**src/rtl/wddl_inv_stage.sv**
```systemverilog
// Purpose : WDDL dual-rail invert/buffer stage with PRE/EVAL sequencing and rail-violation monitor.
// Latency : a word captured in EVAL cycle t is presented in cycle t+STAGES; err_flag follows the violating cycle by 1.
// Backpressure: none; one word per two cycles, upstream aligns to phase.
//
// Ports:
//   clk, rst_n            single clock, synchronous active-low reset
//   in_t/in_f, in_valid   dual-rail input word, qualified in EVAL only
//   inv_mask              per-bit rail swap (1 = NOT, 0 = buffer), sampled with the word
//   err_clr               clears the violation counter
//   phase                 1 = EVAL cycle, 0 = PRE cycle
//   out_t/out_f/out_valid dual-rail output word, 00 on every bit when not valid
//   err_flag, err_cnt     one-cycle violation pulse, saturating violation-cycle count
module wddl_inv_stage #(
    parameter int WIDTH     = 8,
    parameter int STAGES    = 2,
    parameter int ERR_CNT_W = 8
) (
    input  logic                 clk,
    input  logic                 rst_n,
    input  logic [WIDTH-1:0]     in_t,
    input  logic [WIDTH-1:0]     in_f,
    input  logic                 in_valid,
    input  logic [WIDTH-1:0]     inv_mask,
    input  logic                 err_clr,
    output logic                 phase,
    output logic [WIDTH-1:0]     out_t,
    output logic [WIDTH-1:0]     out_f,
    output logic                 out_valid,
    output logic                 err_flag,
    output logic [ERR_CNT_W-1:0] err_cnt
);

    localparam logic [0:0] ST_PRE  = 1'b0;
    localparam logic [0:0] ST_EVAL = 1'b1;

    localparam logic [ERR_CNT_W-1:0] CNT_MAX = '1;
    localparam logic [ERR_CNT_W-1:0] CNT_ONE = {{(ERR_CNT_W-1){1'b0}}, 1'b1};

    logic [0:0]       state;
    logic [WIDTH-1:0] pipe_t [STAGES];
    logic [WIDTH-1:0] pipe_f [STAGES];
    logic [STAGES-1:0] pipe_v;

    logic             capture;
    logic [WIDTH-1:0] same_rail;
    logic             eval_viol;
    logic             pre_viol;
    logic             viol;
    logic             word_ok;
    logic [WIDTH-1:0] xf_t;
    logic [WIDTH-1:0] xf_f;
    logic [WIDTH-1:0] st0_t;
    logic [WIDTH-1:0] st0_f;

    // PRE/EVAL toggles every cycle; reset parks it in PRE so the first
    // released cycle is a precharge cycle.
    always_ff @(posedge clk) begin
        if (!rst_n) begin
            state <= ST_PRE;
        end else begin
            state <= (state == ST_PRE) ? ST_EVAL : ST_PRE;
        end
    end

    assign phase   = (state == ST_EVAL);
    assign capture = phase & in_valid;

    // A bit with equal rails (00 or 11) is not a legal evaluated value.
    assign same_rail = ~(in_t ^ in_f);
    assign eval_viol = capture & (|same_rail);
    // Any raised rail during precharge breaks the WDDL return-to-zero rule.
    assign pre_viol  = ~phase & (|(in_t | in_f));
    assign viol      = eval_viol | pre_viol;
    assign word_ok   = capture & ~(|same_rail);

    // Inversion in dual-rail is a rail swap, so no logic gate touches the data.
    assign xf_t = (in_t & ~inv_mask) | (in_f & inv_mask);
    assign xf_f = (in_f & ~inv_mask) | (in_t & inv_mask);

    // Non-captured and illegal words become a precharge bubble, so 11
    // can never enter the pipeline.
    assign st0_t = word_ok ? xf_t : '0;
    assign st0_f = word_ok ? xf_f : '0;

    always_ff @(posedge clk) begin
        if (!rst_n) begin
            for (int i = 0; i < STAGES; i++) begin
                pipe_t[i] <= '0;
                pipe_f[i] <= '0;
                pipe_v[i] <= 1'b0;
            end
        end else begin
            pipe_t[0] <= st0_t;
            pipe_f[0] <= st0_f;
            pipe_v[0] <= word_ok;
            for (int i = 1; i < STAGES; i++) begin
                pipe_t[i] <= pipe_t[i-1];
                pipe_f[i] <= pipe_f[i-1];
                pipe_v[i] <= pipe_v[i-1];
            end
        end
    end

    assign out_t     = pipe_t[STAGES-1];
    assign out_f     = pipe_f[STAGES-1];
    assign out_valid = pipe_v[STAGES-1];

    // Counter counts violating cycles, not violating bits. A clear in the
    // same cycle as a violation keeps that violation.
    always_ff @(posedge clk) begin
        if (!rst_n) begin
            err_flag <= 1'b0;
            err_cnt  <= '0;
        end else begin
            err_flag <= viol;
            if (err_clr) begin
                err_cnt <= viol ? CNT_ONE : '0;
            end else if (viol && (err_cnt != CNT_MAX)) begin
                err_cnt <= err_cnt + CNT_ONE;
            end
        end
    end

endmodule

```
**config.mk**
```make
export PLATFORM = sky130hd
export DESIGN_NAME = wddl_inv_stage
export DESIGN_NICKNAME = d
export VERILOG_FILES = /design/src/rtl/wddl_inv_stage.sv
export SDC_FILE = /design/constraint.sdc
export NUM_CORES = 1
export LEC_CHECK = 0
export BUFFER_PORTS_ARGS = -buffer_cell sky130_fd_sc_hd__buf_4
export CAP_MARGIN = 20
export CORE_UTILIZATION = 30
export DETAILED_ROUTE_END_ITERATION = 10
export PLACE_DENSITY = 0.62
export SYNTH_ARGS = -nofsm -noshare
export SYNTH_HDL_FRONTEND = slang
export SYNTH_SLANG_ARGS = --single-unit
```
**constraint.sdc**
```tcl
create_clock -name clk -period 3.4 [get_ports clk]
set_clock_uncertainty 0.2 [all_clocks]
set_input_delay 0.51 -clock clk [delete_from_list [all_inputs] [get_ports clk]]
set_output_delay 0.51 -clock clk [all_outputs]
set_load 0.05 [all_outputs]
```
==> impl_summary.log <==
INFO  metric run_status = finished clean
INFO  metric syn-num-nets = 229
INFO  metric io_pins = 55
INFO  metric post_cts.repair.setup_buffers = 0
INFO  metric finish.utilization = between 30% and 40%
INFO  metric ys_types = 34
INFO  metric post_drt_wl_per_cell = approximately 11 um
INFO  metric drive_above_1_share = between 30% and 40%
INFO  metric detail_route.first_pass.iterations = 4
INFO  metric fmax = 485.6 MHz
INFO  metric worstRegToRegCells = 4
INFO  metric placed_cell_area = 2245 sq um
INFO  metric clock_sink_count = 44
INFO  metric synth_edf_count = 0
INFO  metric timing.final.setup_violations = 0
INFO  metric post-dp-hpwl = 2500 um
INFO  metric setup_ws = 1.341 ns
INFO  metric final-hold-violation-count = 0
INFO  metric layout.cells.most_common = sky130_fd_sc_hd__buf_4
INFO  metric totalNegativeSetupSlack = 0 ns
INFO  metric timing_max_transition_violations_final = 0
INFO  metric cts-buffers-inserted = 5
INFO  metric first_global_vias = ~1200
INFO  metric vdd_drop_max = 0.2584 mV
INFO  metric worst-slew-pin-transition = 0.5534 ns
INFO  metric yosys_register_bits = 44
INFO  metric drt_iter0_markers = 25
INFO  metric die_height = 81.36 um
INFO  metric htree_num_levels = 2
INFO  metric multi_input_comb_area = 785.8 sq um
INFO  metric preCtsSetupSlack = 1.029 ns
INFO  metric final_net_count = between 200 and 300
INFO  metric required = approximately 3.4 ns
INFO  metric setup.worst_path.start_class = primary input
INFO  metric drt-vias-per-instance = 4.331
INFO  metric grt_antenna_before_repair = 0
INFO  metric routed_wirelength = approximately 3300 um
INFO  metric gp_routability_congestion = 0.8002
INFO  metric syn_area = 1889 sq um
INFO  metric start_util = a little under a third
INFO  metric post_synth.cell_area_avg = 9.840 sq um
INFO  metric tritoncts_clock_tree = done
INFO  metric placementRows = 28
INFO  metric die_w = around 81 um
INFO  metric worstHoldPathType = register to register
INFO  metric synthArstFlopShare = 0%
INFO  metric num-fill-cells = 602
INFO  metric design_area = between 2000 and 2500 sq um
INFO  metric wire_length_of_the_first_global_routing_pass = approximately 5400 um
INFO  metric clkSlewWorstSetupHoldPaths = 0.08 ns
INFO  metric grt_max_degree = 25
INFO  metric routed-via-count = around 1300
INFO  metric worst_slew_margin_rel = 63.11%
INFO  metric cp_data_arrival_time = 2.06 ns
INFO  metric post_cts_resize_count = 0
INFO  metric synth_flop_cell = sky130_fd_sc_hd__dfxtp_1
INFO  metric synthesis.instances = 192
INFO  metric hold_depth = 1
INFO  metric sequential_cell_area_fraction_in_the_yosys_report = a little under half
INFO  metric critPathKind = primary input to register
INFO  metric port_buffers = 54
INFO  metric final_cell_mix = sky130_fd_sc_hd__buf_4 (54), sky130_fd_sc_hd__dfxtp_1 (44), sky130_fd_sc_hd__inv_1 (21)
INFO  metric design.die.area = 6619 sq um
INFO  metric power.static_leakage = roughly 1.2 nW
INFO  metric drcViolationCount = 0
INFO  metric final-seq-area = 880.8 sq um
INFO  metric cts_buffer_depth = 2
INFO  metric cp_max_fo = 14
INFO  metric power.density = ~450 nW/um^2
INFO  metric post-synth-top-area-cell = sky130_fd_sc_hd__dfxtp_1
INFO  metric postCtsHoldBufs = 0
INFO  metric grt.overflow.total = 0
INFO  metric core-area = 5991 sq um
INFO  metric finalHoldWorstSlack = 0.2359 ns
INFO  metric cap_viol_max_count = 0
INFO  metric ys_warn_count = 0
INFO  metric cts_root_buffer = sky130_fd_sc_hd__clkbuf_8
INFO  metric post_layout_min_period = 2.059 ns
INFO  metric num_antenna_cells = 0
INFO  metric grtUsageTotal = 10.84%
INFO  metric ant_nets = 0
INFO  metric area.growth.synth_to_final = 25.63%
INFO  metric period_share = around three fifths
INFO  metric endpoint_kind = register
INFO  metric rsz0062_at_grt = no
INFO  metric clock_latency = roughly 0.29 ns
INFO  metric synth.area.top_cells = sky130_fd_sc_hd__dfxtp_1 (47%), sky130_fd_sc_hd__mux2i_1 (9.5%), sky130_fd_sc_hd__buf_4 (6.4%)
INFO  metric post-synth-top-area-fraction = between 40% and 50%
report_power, final:
part	internal, mW	switching [mW]	leakage [nW]
clock network	0.289	0.171	0.0642
registers	0.518	0.00412	0.355
logic	0.0464	0.0501	0.732
total	0.854	0.226	1.15
path summary, 6_finish.rpt:
path / slack, ns / from / to
worst max-delay path: 1.34 / in_t[2] / err_cnt[0]
worst min-delay path: 0.24 / pipe_t[0][1] / pipe_t[0][9]
worst max register to register: 1.66 / phase / err_cnt[0]
worst min register to register: 0.24 / pipe_t[0][1] / pipe_t[0][9]
area by class of cell:
cell class,count,share of cell area [%]
Clock buffer,5,2.899
Clock inverter,2,2.530
Inverter,21,3.321
Multi-Input combinational cell,107,33.10
Sequential cell,44,37.11
Tap cell,75,3.954
Timing Repair Buffer,54,17.08
sequential cells by signal, summed over array words and instances, names as in the netlist:
name / flops
pipe_f: 16
err_cnt: 8
err_flag: 1
phase: 1
pipe_t: 16
pipe_v: 2
kinds of logic (layout without fill, tap and decap cells):
logic type	after synthesis	in the layout	synth area share, %
muxes	18	18	9.536
and+or+nand+nor	63	63	19.01
adders and majority gates	9	9	5.960
AOI/OAI and AO/OA	17	17	7.086
DFF	44	44	46.62
buffers and inverters	41	82	11.79
layer usage:
layer	part of all wire (%)	global-route usage, %
met1	45	12.43
met3	5.6	3.933
met4	1.2	3.750
met2	49	18.42
met5	0	0
synth_stat cells (3+ instances only):
cell type                 number
sky130_fd_sc_hd__nand3_1       4
sky130_fd_sc_hd__nand4_1       3
sky130_fd_sc_hd__ha_1          9
sky130_fd_sc_hd__and2_1       19
sky130_fd_sc_hd__nor2_1       19
sky130_fd_sc_hd__dfxtp_1      44
sky130_fd_sc_hd__mux2i_1      18
sky130_fd_sc_hd__inv_1        21
sky130_fd_sc_hd__a21oi_1       3
sky130_fd_sc_hd__buf_4        16
sky130_fd_sc_hd__nand2_1       7
critical path, cell delays in order:
cell and delay, ns:
sky130_fd_sc_hd__buf_4 0.09, sky130_fd_sc_hd__inv_1 0.04, sky130_fd_sc_hd__ha_1 0.28, sky130_fd_sc_hd__nand4_1 0.14, sky130_fd_sc_hd__o21ai_2 0.07, sky130_fd_sc_hd__a21oi_2 0.45, sky130_fd_sc_hd__o21ai_1 0.20, sky130_fd_sc_hd__a41o_1 0.27
per-stage QoR:
step	total power, mW	std cells
global route	1.127	308
finish	1.080	308
detailed placement	0.6332	301
global placement	0.6320	301
floorplan	0.5868	192
CTS	1.092	308
Note: power is estimated with default switching activity, not from simulation.
